`src/rtl/fusion_out_tx.sv`:
```
// Output-side transmitter: buffers Kalman estimates in a small FIFO and sends each
// one as a 5-byte framed packet (SYNC, SEQ, HI, LO, CSUM) on a valid/ready byte stream.
module fusion_out_tx #(
  parameter int          FIFO_DEPTH = 8,
  parameter logic [7:0]  SYNC_BYTE  = 8'hA5,
  parameter int          DATA_WIDTH = 16
) (
  input  logic                          clk,
  input  logic                          rst_n,
  input  logic [DATA_WIDTH-1:0]         kalman_data,
  input  logic                          kalman_valid,
  output logic [7:0]                    tx_data,
  output logic                          tx_valid,
  input  logic                          tx_ready,
  output logic [$clog2(FIFO_DEPTH):0]   fifo_level,
  output logic [15:0]                   drop_cnt,
  output logic                          busy
);

  localparam int AW = $clog2(FIFO_DEPTH);
  localparam logic [AW-1:0] PTR_ONE  = AW'(1);
  localparam logic [AW:0]   LVL_ONE  = (AW+1)'(1);
  localparam logic [AW:0]   LVL_FULL = (AW+1)'(FIFO_DEPTH);

  typedef enum logic [2:0] {
    ST_IDLE, ST_SYNC, ST_SEQ, ST_HI, ST_LO, ST_CSUM
  } state_t;

  logic [DATA_WIDTH-1:0] r_mem [FIFO_DEPTH];
  logic [AW-1:0]         r_wr_ptr;
  logic [AW-1:0]         r_rd_ptr;
  logic [AW:0]           r_level;
  logic [15:0]           r_drop_cnt;
  logic [DATA_WIDTH-1:0] r_hold;
  logic [7:0]            r_seq;
  logic [7:0]            r_tx_data;
  logic                  r_tx_valid;
  state_t                r_state;

  logic w_empty;
  logic w_full;
  logic w_hs;
  logic w_pop;
  logic w_wr;
  logic w_drop;

  assign w_empty = (r_level == '0);
  assign w_full  = (r_level == LVL_FULL);
  assign w_hs    = r_tx_valid && tx_ready;
  // Pop either from IDLE or on the closing handshake so frames run back to back.
  assign w_pop   = !w_empty && ((r_state == ST_IDLE) || ((r_state == ST_CSUM) && w_hs));
  assign w_wr    = kalman_valid && (!w_full || w_pop);
  assign w_drop  = kalman_valid && w_full && !w_pop;

  // Storage has no reset so it maps onto block RAM; a full FIFO reads the old
  // word at rd_ptr while the same slot is overwritten.
  always_ff @(posedge clk) begin
    if (w_wr) begin
      r_mem[r_wr_ptr] <= kalman_data;
    end
  end

  always_ff @(posedge clk) begin
    if (!rst_n) begin
      r_wr_ptr   <= '0;
      r_rd_ptr   <= '0;
      r_level    <= '0;
      r_drop_cnt <= '0;
    end else begin
      if (w_wr)  r_wr_ptr <= r_wr_ptr + PTR_ONE;
      if (w_pop) r_rd_ptr <= r_rd_ptr + PTR_ONE;
      case ({w_wr, w_pop})
        2'b10:   r_level <= r_level + LVL_ONE;
        2'b01:   r_level <= r_level - LVL_ONE;
        default: r_level <= r_level;
      endcase
      if (w_drop && (r_drop_cnt != 16'hFFFF)) begin
        r_drop_cnt <= r_drop_cnt + 16'd1;
      end
    end
  end

  always_ff @(posedge clk) begin
    if (!rst_n) begin
      r_state    <= ST_IDLE;
      r_hold     <= '0;
      r_seq      <= 8'h00;
      r_tx_data  <= 8'h00;
      r_tx_valid <= 1'b0;
    end else begin
      case (r_state)
        ST_IDLE: begin
          if (w_pop) begin
            r_hold     <= r_mem[r_rd_ptr];
            r_tx_data  <= SYNC_BYTE;
            r_tx_valid <= 1'b1;
            r_state    <= ST_SYNC;
          end
        end
        ST_SYNC: begin
          if (w_hs) begin
            r_tx_data <= r_seq;
            r_state   <= ST_SEQ;
          end
        end
        ST_SEQ: begin
          if (w_hs) begin
            r_tx_data <= r_hold[15:8];
            r_state   <= ST_HI;
          end
        end
        ST_HI: begin
          if (w_hs) begin
            r_tx_data <= r_hold[7:0];
            r_state   <= ST_LO;
          end
        end
        ST_LO: begin
          if (w_hs) begin
            r_tx_data <= r_seq ^ r_hold[15:8] ^ r_hold[7:0];
            r_state   <= ST_CSUM;
          end
        end
        ST_CSUM: begin
          if (w_hs) begin
            r_seq <= r_seq + 8'd1;
            if (w_pop) begin
              r_hold    <= r_mem[r_rd_ptr];
              r_tx_data <= SYNC_BYTE;
              r_state   <= ST_SYNC;
            end else begin
              r_tx_data  <= 8'h00;
              r_tx_valid <= 1'b0;
              r_state    <= ST_IDLE;
            end
          end
        end
        default: begin
          r_tx_valid <= 1'b0;
          r_state    <= ST_IDLE;
        end
      endcase
    end
  end

  assign tx_data    = r_tx_data;
  assign tx_valid   = r_tx_valid;
  assign fifo_level = r_level;
  assign drop_cnt   = r_drop_cnt;
  assign busy       = (r_state != ST_IDLE);

endmodule

```
`config.mk`:
```
export PLATFORM = sky130hd
export DESIGN_NAME = fusion_out_tx
export DESIGN_NICKNAME = d
export VERILOG_FILES = /design/src/rtl/fusion_out_tx.sv
export SDC_FILE = /design/constraint.sdc
export NUM_CORES = 1
export LEC_CHECK = 0
export BUFFER_PORTS_ARGS = -buffer_cell sky130_fd_sc_hd__buf_2
export CORE_ASPECT_RATIO = 0.9
export CORE_UTILIZATION = 55
export DETAILED_ROUTE_END_ITERATION = 7
export HOLD_SLACK_MARGIN = 0.03
export PLACE_DENSITY_LB_ADDON = 0.15
export RECOVER_POWER = 25
export SYNTH_ARGS = -nofsm -noshare
export SYNTH_HDL_FRONTEND = slang
export SYNTH_SLANG_ARGS = --single-unit
export TNS_END_PERCENT = 100
```
`constraint.sdc`:
```
create_clock -name clk -period 4.7 [get_ports clk]
set_input_delay 0.705 -clock clk [delete_from_list [all_inputs] [get_ports clk]]
set_output_delay 0.705 -clock clk [all_outputs]
set_load 0.03 [all_outputs]
```
## Word level (Yosys, flattened, before mapping)

Memories as Yosys holds them, arrays and structs flattened. A register that Yosys moved wholly into a read port is not among the register bits.
Cells that the tools add are included.

- RAM bits: 128
- Flip-flop bits (word level): 62
- Memories: 1
- Output and inout bits: 30

- Mux-type cells: 28
- Eq/ne operators: 16
- Reductions and logical operators: 24
- Add/subtract/negate cells: 6
- Bitwise operators: 3

Memory list:

| name | depth | width | read ports | clocked after Yosys merged registers in | wr ports | RTL line | text |
|---|---|---|---|---|---|---|---|
| r_mem | 8 | 16 | 1 | 1 | 1 | 29 | `logic [DATA_WIDTH-1:0] r_mem [FIFO_DEPTH];` |

Operators with widths:

| kind | number |
|---|---|
| 2-to-1 mux 8 bit | 7 |
| one-hot mux 8 bit (6 select lines) | 1 |
| 2-to-1 mux 16 bit | 2 |
| one-hot mux 16 bit (2 select lines) | 1 |
| 2-to-1 mux 3 bit | 8 |
| one-hot mux 3 bit (6 select lines) | 1 |
| adder 16 x 1 -> 16 bit (second input constant) | 1 |
| != test 16 bit (second input constant) | 1 |
| XOR 8 bit | 2 |
| != test 2 bit (second input constant) | 7 |
| adder 8 x 1 -> 8 bit (second input constant) | 1 |
| one-hot mux 4 bit (2 select lines) | 1 |
| logical AND 1 bit | 7 |
| AND reduction 7 bit | 1 |
| adder 3 x 1 -> 3 bit (second input constant) | 2 |
| equality test 3 x 2 -> 1 bit (second input constant) | 2 |
| equality test 3 bit (second input constant) | 2 |
| 2-to-1 mux 1 bit | 6 |
| AND reduction 6 bit | 1 |
| nonzero test 6 bit | 1 |
| adder 4 x 1 -> 4 bit (second input constant) | 1 |
| equality test 4 bit (second input constant) | 1 |
| zero test 4 bit | 1 |
| AND reduction 2 bit | 2 |
| other kinds (13) | 17 |

## Longest topological paths before layout

Gate-level depths: netlist of run 1.

- Depth after elaboration: 8
- Depth in mapped cells: 9

## Worst setup path before layout of run 1

Ideal clock, no wire load.

- Path kind: input-to-reg
- Start point: in tx_ready
- End point: mem r_mem[0][0] (enable)
- Stages: 4
- Path slack: 1365 ps
- Buffers on the path: 0
- Setup time: 430 ps
- Required time: 4270 ps
- Arrival: 2905 ps
- Path through: nand4b_1 o211ai_1 nand2_1 nor4_1

- Longest elaborated chain between the ends: 8

RTL lines:

| what | RTL line | text |
|---|---|---|
| start: declaration | 14 | `input logic tx_ready,` |
| logical AND 1 bit | 49 | `assign w_hs = r_tx_valid && tx_ready;` |
| logical AND 1 bit | 51 | `assign w_pop = !w_empty && ((r_state == ST_IDLE) \|\| ((r_state == ST_CSUM) && w_hs));` |
| logical OR 1 bit | 51 |  |
| logical AND 1 bit | 51 |  |
| logical OR 1 bit | 52 | `assign w_wr = kalman_valid && (!w_full \|\| w_pop);` |
| logical AND 1 bit | 52 |  |
| 2-to-1 mux 1 bit | 58 | `if (w_wr) begin` |
| 2-to-1 mux 1 bit (not written as such) | 59 | `r_mem[r_wr_ptr] <= kalman_data;` |
| end: declaration | 29 |  |

Every way passes these cells.

## Final worst setup path of run 1

- Start point: reg r_state[0]
- End point: mem r_mem[3][14] (enable)

- Longest elaborated chain between the ends: 8
- Elaborated cells between the ends (all ways): 9
- Classes of those cells: eq/ne: 1; mux: 2; reduce/logical: 6

RTL lines:

| what | RTL line | text |
|---|---|---|
| start: declaration | 38 | `state_t r_state;` |
| start signal: assignment | 85 | `r_state <= ST_IDLE;` |
| start signal: assignment | 97 | `r_state <= ST_SYNC;` |
| start signal: assignment | 103 | `r_state <= ST_SEQ;` |
| equality test 3 bit | 51 |  |
| logical AND 1 bit | 51 |  |
| logical OR 1 bit (*) | 51 |  |
| logical AND 1 bit (*) | 51 |  |
| logical OR 1 bit (*) | 52 |  |
| logical AND 1 bit (*) | 52 |  |
| 2-to-1 mux 1 bit (*) | 58 |  |
| 2-to-1 mux 1 bit (not written as such) (*) | 59 |  |

Every way passes the cells marked *; elsewhere a longest branch is shown, timed or not.

==> results of run 1 <==
-- area by class of cell --
class                   instances  area (um2)
fillers                      1055        5070
inverters                       5       18.77
well taps                     193       241.5
flip-flops and latches        193        5147
clock buffers                  18       429.2
multi-input cells             344        2831
repair buffers                 59       304.0
clock inverters                12       167.7
-- kinds of logic after synthesis --
family / after synthesis / share of synthesized area
buffers and inverters: 36 / 0.02110
xor gates and xnor gates: 28 / 0.03020
DFF: 193 / 0.6335
adders and majority gates: 5 / 0.007703
AOI/OAI and AO/OA: 86 / 0.07780
and+or+nand+nor: 160 / 0.1003
muxes: 65 / 0.1294
-- cell usage in the layout (no fill, tap or decap), types with 15 or more instances in the layout --
| cell | n |
|---|---|
| clkbuf_16 | 17 |
| edfxtp_1 | 128 |
| a211oi_1 | 21 |
| mux2i_1 | 33 |
| mux4_2 | 32 |
| o21ai_0 | 15 |
| xnor2_1 | 17 |
| nand2_1 | 38 |
| nor2_1 | 60 |
| dfxtp_1 | 63 |
| buf_2 | 36 |
-- per-stage QoR --
stage	cells	hold slack [ns]	setup WS, ns	util
after floorplan	573	0.4847	1.365	-
after global placement	794	0.4660	1.848	0.6024
after detailed placement	794	0.4750	1.752	0.6024
after CTS	824	0.4895	1.735	0.6444
after global routing	824	0.5220	1.471	0.6432
final	824	0.4894	1.724	0.6432
-- worst paths after layout --
kind                  end  cells past startpoint
max          r_mem[3][14]                      5
min           drop_cnt[9]                      2
max reg2reg  r_mem[3][14]                      5
min reg2reg   drop_cnt[9]                      2
-- Yosys cell counts (7+ instances only) --
library cell,number
dfxtp_1,65
xnor2_1,17
clkbuf_1,16
nand4_1,7
mux4_2,32
a22oi_1,9
nand2_1,38
a211oi_1,21
nand3_1,9
a21oi_1,12
xor2_1,11
buf_2,7
mux2i_1,33
nor2_1,60
o21ai_0,15
edfxtp_1,128
nand2b_1,13
-- flip-flops by register name, indices dropped and copies added, names as in the netlist, named ones only --
register / flops
drop_cnt: 16
fifo_level: 4
r_hold: 16
r_mem: 128
r_rd_ptr: 3
r_seq: 8
r_state: 3
r_wr_ptr: 3
tx_data: 8
tx_valid: 1
-- power by group through the flow --
stage          sequential, mW  clock, mW  combinational (mW)
2_1_floorplan            2.16          0               0.852
3_3_place_gp             2.22          0                1.01
3_5_place_dp             2.23          0                1.03
4_1_cts                  2.19       1.49                1.04
5_1_grt                  2.22       1.56                1.14
6_report                 2.19       1.47                1.04
-- critical path: stages (launching register included) --
cell      delay [ns]
dfxtp_1         0.77
nand4b_1        0.33
o211ai_1        0.35
nand2_1         0.26
nor3_2          0.65
buf_4           0.31
-- routing by layer --
metal / vias up / share of wire
li1: 2297 / -
met5: - / 0
met2: 123 / 0.50
met1: 2507 / 0.45
met4: 0 / 0.017
met3: 22 / 0.040
==> results by group, run 1 <==
Synthesis
  • Post-synthesis sequential area ratio: 0.6335
  • Area leader, netlist: edfxtp_1
  • Mapped Nets: around 600
  • Synthesized flop and latch total: 193
  • Mapped cell area: 0.008122 mm2
  • Synth area leaders: edfxtp_1 47%, dfxtp_1 16%, mux4_2 8.9%
  • Area share of the largest cell type after synthesis: 0.4733
  • Ys flop type: edfxtp_1
  • Synth Instances: 573
  • Post-synth cell types: 56
  • Synth warn: 0
  • Post-synthesis async set-or-reset flop share: 0
  • Post-synth EDFFs: 128
  • Mean Syn Cell Area: 14.17 um2

Power
  • Sequential power share: 0.466
  • P_sw: 1.391 mW
  • Final Power: 4.698 mW
  • Sw Ratio: 0.2960
  • Power Dens Cells: a little over 500 mW/mm2
  • Logic pwr share: 0.221
  • Cell Int Power: 3.307 mW
  • Leak: 3.117 nW
  • Peak supply drop: about 0.30 mV
  • Clock share of power: 0.313

Place
  • Detailed placement HPWL: 10.51 mm
  • DP Area: 0.008559 mm2
  • Port Buffers: 49
  • Placer Congestion: 0.8570

Die
  • Std-Cell Rows: 41
  • Io pins: 50
  • Initial Utilization: 0.5715
  • Die width: 130.1 um
  • Chip Height: 117.3 um
  • Core region area: 0.01421 mm2
  • Die area: 0.01526 mm2

STA
  • Final worst-path cycle share: 0.6331
  • RSZ-0062 raised after global routing: false
  • Clk_skew: 0.009268 ns
  • Final Hold Fails: 0
  • Final Max Slew Viols: 0
  • Worst slew pin tran: between 1 and 1.5 ns
  • Min cycle time layout: 2.976 ns
  • Slew margin rel.: 0.2443
  • Count of final setup violators: 0
  • Fin Setup TNS: 0 ns
  • Fmax: roughly 0.34 GHz

Clock network
  • Clk_lat worst skew: 0.43 ns
  • CTS H-Tree Depth: 4
  • Clk sinks: just under 200
  • CTS resizes: 0
  • Cts hold-fix bufs: 0
  • CTS tree: built
  • TritonCTS Buffers: 17
  • Post-CTS setup buffers: 0
  • CTS Root Cell: clkbuf_16
  • Clock slew at reported path FFs: 0.06 ns
  • Clock Tree Buf Depth: 2

Drt
  • ANT nets after route: 0
  • Number of DRC markers in iteration 0: 361
  • DR WL/cell: approximately 20 um
  • DRT Pass-1 Iters: 6
  • DR vias: ~5000
  • Residual DRC: 0
  • Via-to-Cell Ratio: 6.006
  • Drt total wl: approximately 16 mm

Layout
  • Share of layout cells above drive strength 1: 0.1949
  • Antenna Cells: 0
  • Nets: roughly 650
  • Final instance area: 0.009140 mm2
  • Area Overhead vs Synth: 12.54%

Flow run
  • Max-Cap Viols: 0

Global routing
  • GRT Total Usage: 0.2295
  • Antenna violations before repair: 0
  • Top Usage Layer GRT: met2
  • Met2 usage: 0.3670
  • Remaining global-route overflow: 0
  • M3 GR Usage: 0.04455
  • Vias in the first global route: approximately 4700
  • First-pass GRT wire length: 25.69 mm
  • Met1 usage: 0.3176
  • Pin count of the biggest net entering global routing: 47

Critical path
  • Worst-path maximum fanout: 22
  • Crit path capture type: register
  • WS Path Type: reg -> reg
  • Reg2reg start: r_state[0]
  • CP Launch Point: r_state[0]
  • Worst Path Required: 4.82 ns
  • Worst reg2reg setup slack: around 1.7 ns
  • WP data arrival: just over 3 ns
  • Worst Setup Start Kind: register

Status
  • Outcome: finished clean

Worst hold path
  • Hold Crit Class: reg -> reg
  • Hold Startpoint: drop_cnt[9]
No activity file was read; power rests on OpenSTA's default activity.
==> inputs of run 2 (changes only) <==
Settings changed: CORE_UTILIZATION 55 to 54.
Clock period 4.7 ns to 2.58 ns, I/O delays scaled along.
==> run 2 against run 1 <==
Against the previous run:
- combinational power is 100% higher
- power grew 82%
- register-to-register slack worse by 1.5 ns
- first-iteration DRC count up 2.8%
- sequential power grew 75%
- flip-flop and latch count unchanged
- clock power grew 77%
- setup slack got worse by 1.5 ns
- wire length shrank 0.22%
- largest power group unchanged
==> results by group, run 2 (synthesized netlist as in run 1, its figures left out) <==
Die
  • Chip Height: 118.3 um
  • Io pins: 50
  • Core region area: 0.01471 mm2
  • Std-Cell Rows: 42
  • Initial Utilization: 0.5520
  • Die width: 131.3 um
  • Die area: 0.01554 mm2

Critical path
  • Crit path capture type: register
  • Buf/Inv on CP: 0
  • Crit path max-delay family: compound AO/OA/AOI/OAI gates
  • Cells along the critical path: nand4_2 > a211o_1 > nor2_1 > xor2_1 > ha_1 > nor2_1 > a32oi_1 > mux2i_1
  • CP max stage cell: dfxtp_1
  • WP data arrival: 2.73 ns
  • Worst Setup Start Kind: register
  • Worst-path maximum fanout: 10
  • Crit path largest cell delay: 0.52 ns
  • WS Path Type: reg -> reg
  • Worst Path Required: 2.95 ns
  • Most frequent cell on the critical path: nor2_1

Flow run
  • Max-Cap Viols: 0

STA
  • RSZ-0062 raised after global routing: false
  • Final worst-path cycle share: 0.9140
  • Slew margin rel.: 0.5783
  • Hold WS: about 0.27 ns
  • Worst slew pin tran: 0.6316 ns
  • Fmax: 0.4241 GHz
  • Count of final setup violators: 0
  • Min cycle time layout: 2.358 ns
  • Clk_skew: 0.01366 ns
  • Fin Setup TNS: 0 ns
  • Final Max Slew Viols: 0
  • Worst setup margin: 0.2218 ns
  • Final Hold Fails: 0

Global routing
  • Met1 usage: 0.2953
  • Remaining global-route overflow: 0
  • Vias in the first global route: approximately 5000
  • Antenna violations before repair: 0
  • GRT Total Usage: 0.2232
  • Top Usage Layer GRT: met2
  • Pin count of the biggest net entering global routing: 35
  • First-pass GRT wire length: 26.15 mm
  • M3 GR Usage: 0.04633
  • Met2 usage: 0.3670

Power
  • Peak supply drop: 0.6876 mV
  • Leak: 3.194 nW
  • Final Power: between 8 and 9 mW
  • Power Dens Cells: around 900 mW/mm2

Clock network
  • TritonCTS Buffers: 17
  • Clk sinks: 193
  • CTS tree: built
  • Clk_lat worst skew: 0.44 ns
  • CTS resizes: 0
  • Clock Tree Buf Depth: 2
  • Clock slew at reported path FFs: 0.08 ns
  • Cts hold-fix bufs: 0
  • Post-CTS setup buffers: 0
  • CTS Root Cell: clkbuf_16
  • CTS H-Tree Depth: 4

Drt
  • Drt total wl: 16.02 mm
  • Via-to-Cell Ratio: 5.828
  • Residual DRC: 0
  • ANT nets after route: 0
  • DRT Pass-1 Iters: 5
  • Number of DRC markers in iteration 0: around 370
  • DR WL/cell: 18.95 um
  • DR vias: 4925

Layout
  • Finished Layout Cells: 845
  • Leading cell type in the layout, fill and taps excluded: edfxtp_1
  • Nets: 659
  • Share of layout cells above drive strength 1: 0.2195
  • Layout Utilization: 0.6309
  • Final instance area: 0.009283 mm2
  • Most frequent cells in the layout: 128 x edfxtp_1, 64 x dfxtp_1, 57 x nor2_1
  • Largest reg by FF count: r_mem
  • Antenna Cells: 0
  • Area Overhead vs Synth: 14.30%
  • Number of flip-flops in the largest register: 128

Worst hold path
  • Hold Crit Class: in -> reg

Place
  • Pre-CTS setup slack: 0.2659 ns
  • DP Area: 0.008711 mm2
  • Placer Congestion: 0.8819
  • Dpl cells: 813
  • Port Buffers: 49
  • Detailed placement HPWL: between 10 and 15 mm

Status
  • Outcome: finished clean
==> run 2: cell types whose count changed in the layout (fill, tap and decap cells not counted), sizes merged <==
cell / before / now
clkinv: 7 / 4
clkinvlp: 2 / 1
buf: 46 / 59
inv: 4 / 14
bufinv: 4 / 1
==> run 2: path summary, 6_finish.rpt <==
kind	depth (start not counted)	endpoint	start	slack (ns)
worst max register to register	8	fifo_level[2]	r_state[2]	0.22
worst max-delay path	8	fifo_level[2]	r_state[2]	0.22
worst min-delay path	1	r_mem[6][4]	kalman_data[4]	0.27
worst min register to register	2	drop_cnt[11]	drop_cnt[11]	0.49
==> run 2: power breakdown <==
group | internal, mW | switching [mW]
Clock | 1.38 | 1.22
Combinational | 0.933 | 1.20
Sequential | 3.57 | 0.269
Total | 5.88 | 2.68
==> run 2: layout make-up <==
| cell class | count | area [um2] |
|---|---|---|
| inverters | 5 | 18.77 |
| repair buffers | 73 | 432.9 |
| fillers | 1118 | 5431 |
| flip-flops and latches | 193 | 5146 |
| clock buffers | 17 | 425.4 |
| clock inverters | 15 | 163.9 |
| multi-input cells | 344 | 2848 |
| well taps | 198 | 247.7 |
==> run 2: routing by layer <==
layer	wire (um)	up-vias
met3	701	22
met5	0	-
met1	7068	2457
met4	261	0
met2	7984	124
li1	-	2322
==> inputs of run 3 (changes only) <==
Settings changed: ABC_AREA set to 1, CORE_UTILIZATION 54 to 55.
==> run 3 against run 2 <==
Against the previous run:
- area after synthesis rose by 4.3%
- synthesized cell count rose by 49%
- register-to-register slack improved by 0.31 ns
- clock skew fell by 0.0030 ns
- utilization rose by 0.62 points
- via count rose by 25%
- setup slack improved by 0.31 ns
- non-clock buffer count fell by 8
- cell count rose by 32%
- first-iteration DRC count rose by 40%
- combinational power rose by 32%
- hold slack got worse by 0.0082 ns
- largest power group unchanged
==> results by group, run 3 <==
Die
  • Die width: 132.8 um
  • Core region area: ~0.015 mm2
  • Initial Utilization: 0.5695
  • Die area: 0.01590 mm2
  • Std-Cell Rows: between 40 and 50
  • Chip Height: 119.7 um
  • Io pins: 50

Clock network
  • CTS H-Tree Depth: 4
  • Clock slew at reported path FFs: 0.07 ns
  • Post-CTS setup buffers: 0
  • CTS tree: built
  • Clock Tree Buf Depth: 2
  • Clk sinks: 193
  • CTS Root Cell: clkbuf_16
  • TritonCTS Buffers: 17
  • Cts hold-fix bufs: 0
  • Clk_lat worst skew: around 0.44 ns
  • CTS resizes: 0

Critical path
  • Reg2reg end: r_mem[2][3]
  • Reg2reg start: r_state[0]
  • Worst Setup Start Kind: register
  • WS Path Type: reg -> reg
  • Worst Path Required: 2.70 ns
  • Worst-path maximum fanout: 16
  • Crit path capture type: register
  • Worst reg2reg setup slack: 0.53 ns
  • WP data arrival: 2.17 ns
  • Worst r2r path cells: 9

Layout
  • Leading cell type in the layout, fill and taps excluded: nor2_1
  • Share of layout cells above drive strength 1: 0.1532
  • Area Overhead vs Synth: 11.86%
  • Largest reg by FF count: r_mem
  • Most frequent cells in the layout: 150 x nor2_1, 128 x edfxtp_1, 119 x nand2_1
  • Fillers: roughly 1200
  • Number of flip-flops in the largest register: between 100 and 150
  • Finished Layout Cells: 1112
  • Nets: 926
  • Antenna Cells: 0
  • Final instance area: 0.009474 mm2

Drt
  • Drt total wl: 18.22 mm
  • Via-to-Cell Ratio: 5.531
  • Residual DRC: 0
  • DR vias: 6150
  • DRT Pass-1 Iters: 6
  • Number of DRC markers in iteration 0: 521
  • ANT nets after route: 0
  • DR WL/cell: 16.38 um

STA
  • Final worst-path cycle share: 0.7939
  • Fmax: 0.4882 GHz
  • Final Hold Fails: 0
  • Hold WS: 0.2640 ns
  • Slew margin rel.: 0.6174
  • Final Max Slew Viols: 0
  • RSZ-0062 raised after global routing: false
  • Min cycle time layout: 2.048 ns
  • Fin Setup TNS: 0 ns
  • Worst slew pin tran: 0.5733 ns
  • Clk_skew: 0.01070 ns
  • Count of final setup violators: 0

Synthesis
  • Mapped Nets: 879
  • Synth warn: 0
  • Post-synthesis sequential area ratio: 0.6075
  • Ys flop type: edfxtp_1
  • Post-synth cell types: 40
  • Area share of the largest cell type after synthesis: 0.4538
  • Area leader, netlist: edfxtp_1
  • Mean Syn Cell Area: 9.917 um2
  • Count leader, synth: nor2_1
  • Mapped cell area: ~0.0085 mm2
  • Synthesized flop and latch total: 193
  • Synth cell count leaders: 150 x nor2_1, 128 x edfxtp_1, 119 x nand2_1, 88 x o21ai_0, 65 x dfxtp_1
  • Synth Instances: roughly 850
  • Post-synthesis async set-or-reset flop share: 0
  • Post-synth EDFFs: 128
  • Synth area leaders: edfxtp_1 45%, dfxtp_1 15%, nor2_1 6.6%

Power
  • Sequential power share: 0.418
  • Leak: 3.429 nW
  • Logic pwr share: 0.305
  • P_sw: 3.414 mW
  • Clock share of power: 0.278
  • Final Power: 9.251 mW
  • Sw Ratio: 0.3690
  • Peak supply drop: 0.6313 mV
  • Power Dens Cells: 976.4 mW/mm2
  • Cell Int Power: 5.837 mW

Global routing
  • First-pass GRT wire length: between 30 and 40 mm
  • Vias in the first global route: around 6000
  • GRT Total Usage: 0.2451
  • Pin count of the biggest net entering global routing: between 40 and 50
  • Remaining global-route overflow: 0
  • Antenna violations before repair: 0

Worst hold path
  • Hold path endpoint: r_mem[3][10]
  • Hold Crit Class: in -> reg
  • Hold path depth: 1
  • Hold Startpoint: kalman_data[10]

Status
  • Outcome: finished clean

Place
  • Port Buffers: a little under 50
  • Detailed placement HPWL: 12.32 mm
  • Placer Congestion: 0.9223
  • DP Area: between 0.008 and 0.009 mm2
  • Dpl cells: 1080

Flow run
  • Max-Cap Viols: 0
## run 3: cell types whose count changed in the layout (fill, tap and decap cells not counted), moves of 23 or more
| cell | before | now |
|---|---|---|
| nor2_1 | 57 | 150 |
| nand2_1 | 38 | 119 |
| o21ai_0 | 15 | 88 |
| inv_1 | 3 | 44 |
| a21oi_1 | 12 | 52 |
| mux2i_1 | 33 | 0 |
| mux4_2 | 32 | 0 |
| nand3_1 | 9 | 37 |
| o211ai_1 | 2 | 25 |
## run 3: critical path: stages, from the launching register on
cell and delay, ns:
dfxtp_1 0.45, inv_2 0.07, nor2_2 0.13, nand3_2 0.14, nand4_1 0.11, nand2_1 0.13
inv_1 0.12, nand2_1 0.15, nor2_1 0.14, buf_4 0.27
## run 3: final cells by class
cell class	count	area (um2)	share of cell area
clock inverters	15	147.6	0.01558
repair buffers	65	372.9	0.03936
clock buffers	17	425.4	0.04490
flip-flops and latches	193	5147	0.5433
multi-input cells	569	2912	0.3073
inverters	55	221.5	0.02338
well taps	198	247.7	0.02615
## run 3: logic make-up (layout without fill, tap and decap cells)
kind of cell | count (synthesis) | count (layout) | synth area share
AO/OA/AOI/OAI | 189 | 189 | 0.1322
AND/OR/NAND/NOR | 355 | 355 | 0.1835
flip-flops | 193 | 193 | 0.6075
XOR/XNOR | 20 | 20 | 0.02068
adder cells (fa/ha/maj) | 5 | 5 | 0.007387
buffers and inverters | 92 | 152 | 0.04875
## run 3: how the worst max path moves through the flow
stage | start | end | depth (start not counted)
after global routing | r_state[0] | r_mem[2][8] | 9
after global placement | tx_ready | drop_cnt[1] | 11
after detailed placement | tx_ready | drop_cnt[13] | 11
after floorplan | tx_valid | r_mem[0][0] | 8
final | r_state[0] | r_mem[2][3] | 9
after CTS | r_state[0] | r_mem[2][8] | 9
## run 3: power by group through the flow
stage	clock network (mW)	logic, mW	registers, mW
6_report	2.57	2.82	3.86
5_1_grt	2.74	3.16	3.90
4_1_cts	2.59	2.84	3.86
3_5_place_dp	0	2.83	3.93
3_3_place_gp	0	2.75	3.91
2_1_floorplan	0	2.10	3.95
## run 3: routing by layer
layer	share of wire	vias up	track usage
met5	0	-	0
met1	0.45	2915	0.3238
met2	0.48	177	0.4048
met3	0.052	25	0.05112
met4	0.015	0	0.07974
li1	-	3033	-
## run 3: stage by stage
stage / setup slack [ns] / util
finish: 0.5319 / 0.6371
global route: 0.3849 / 0.6371
CTS: 0.5505 / 0.6382
detailed placement: 0.5068 / 0.5997
global placement: 0.5780 / 0.5997
floorplan: 0.2003 / -
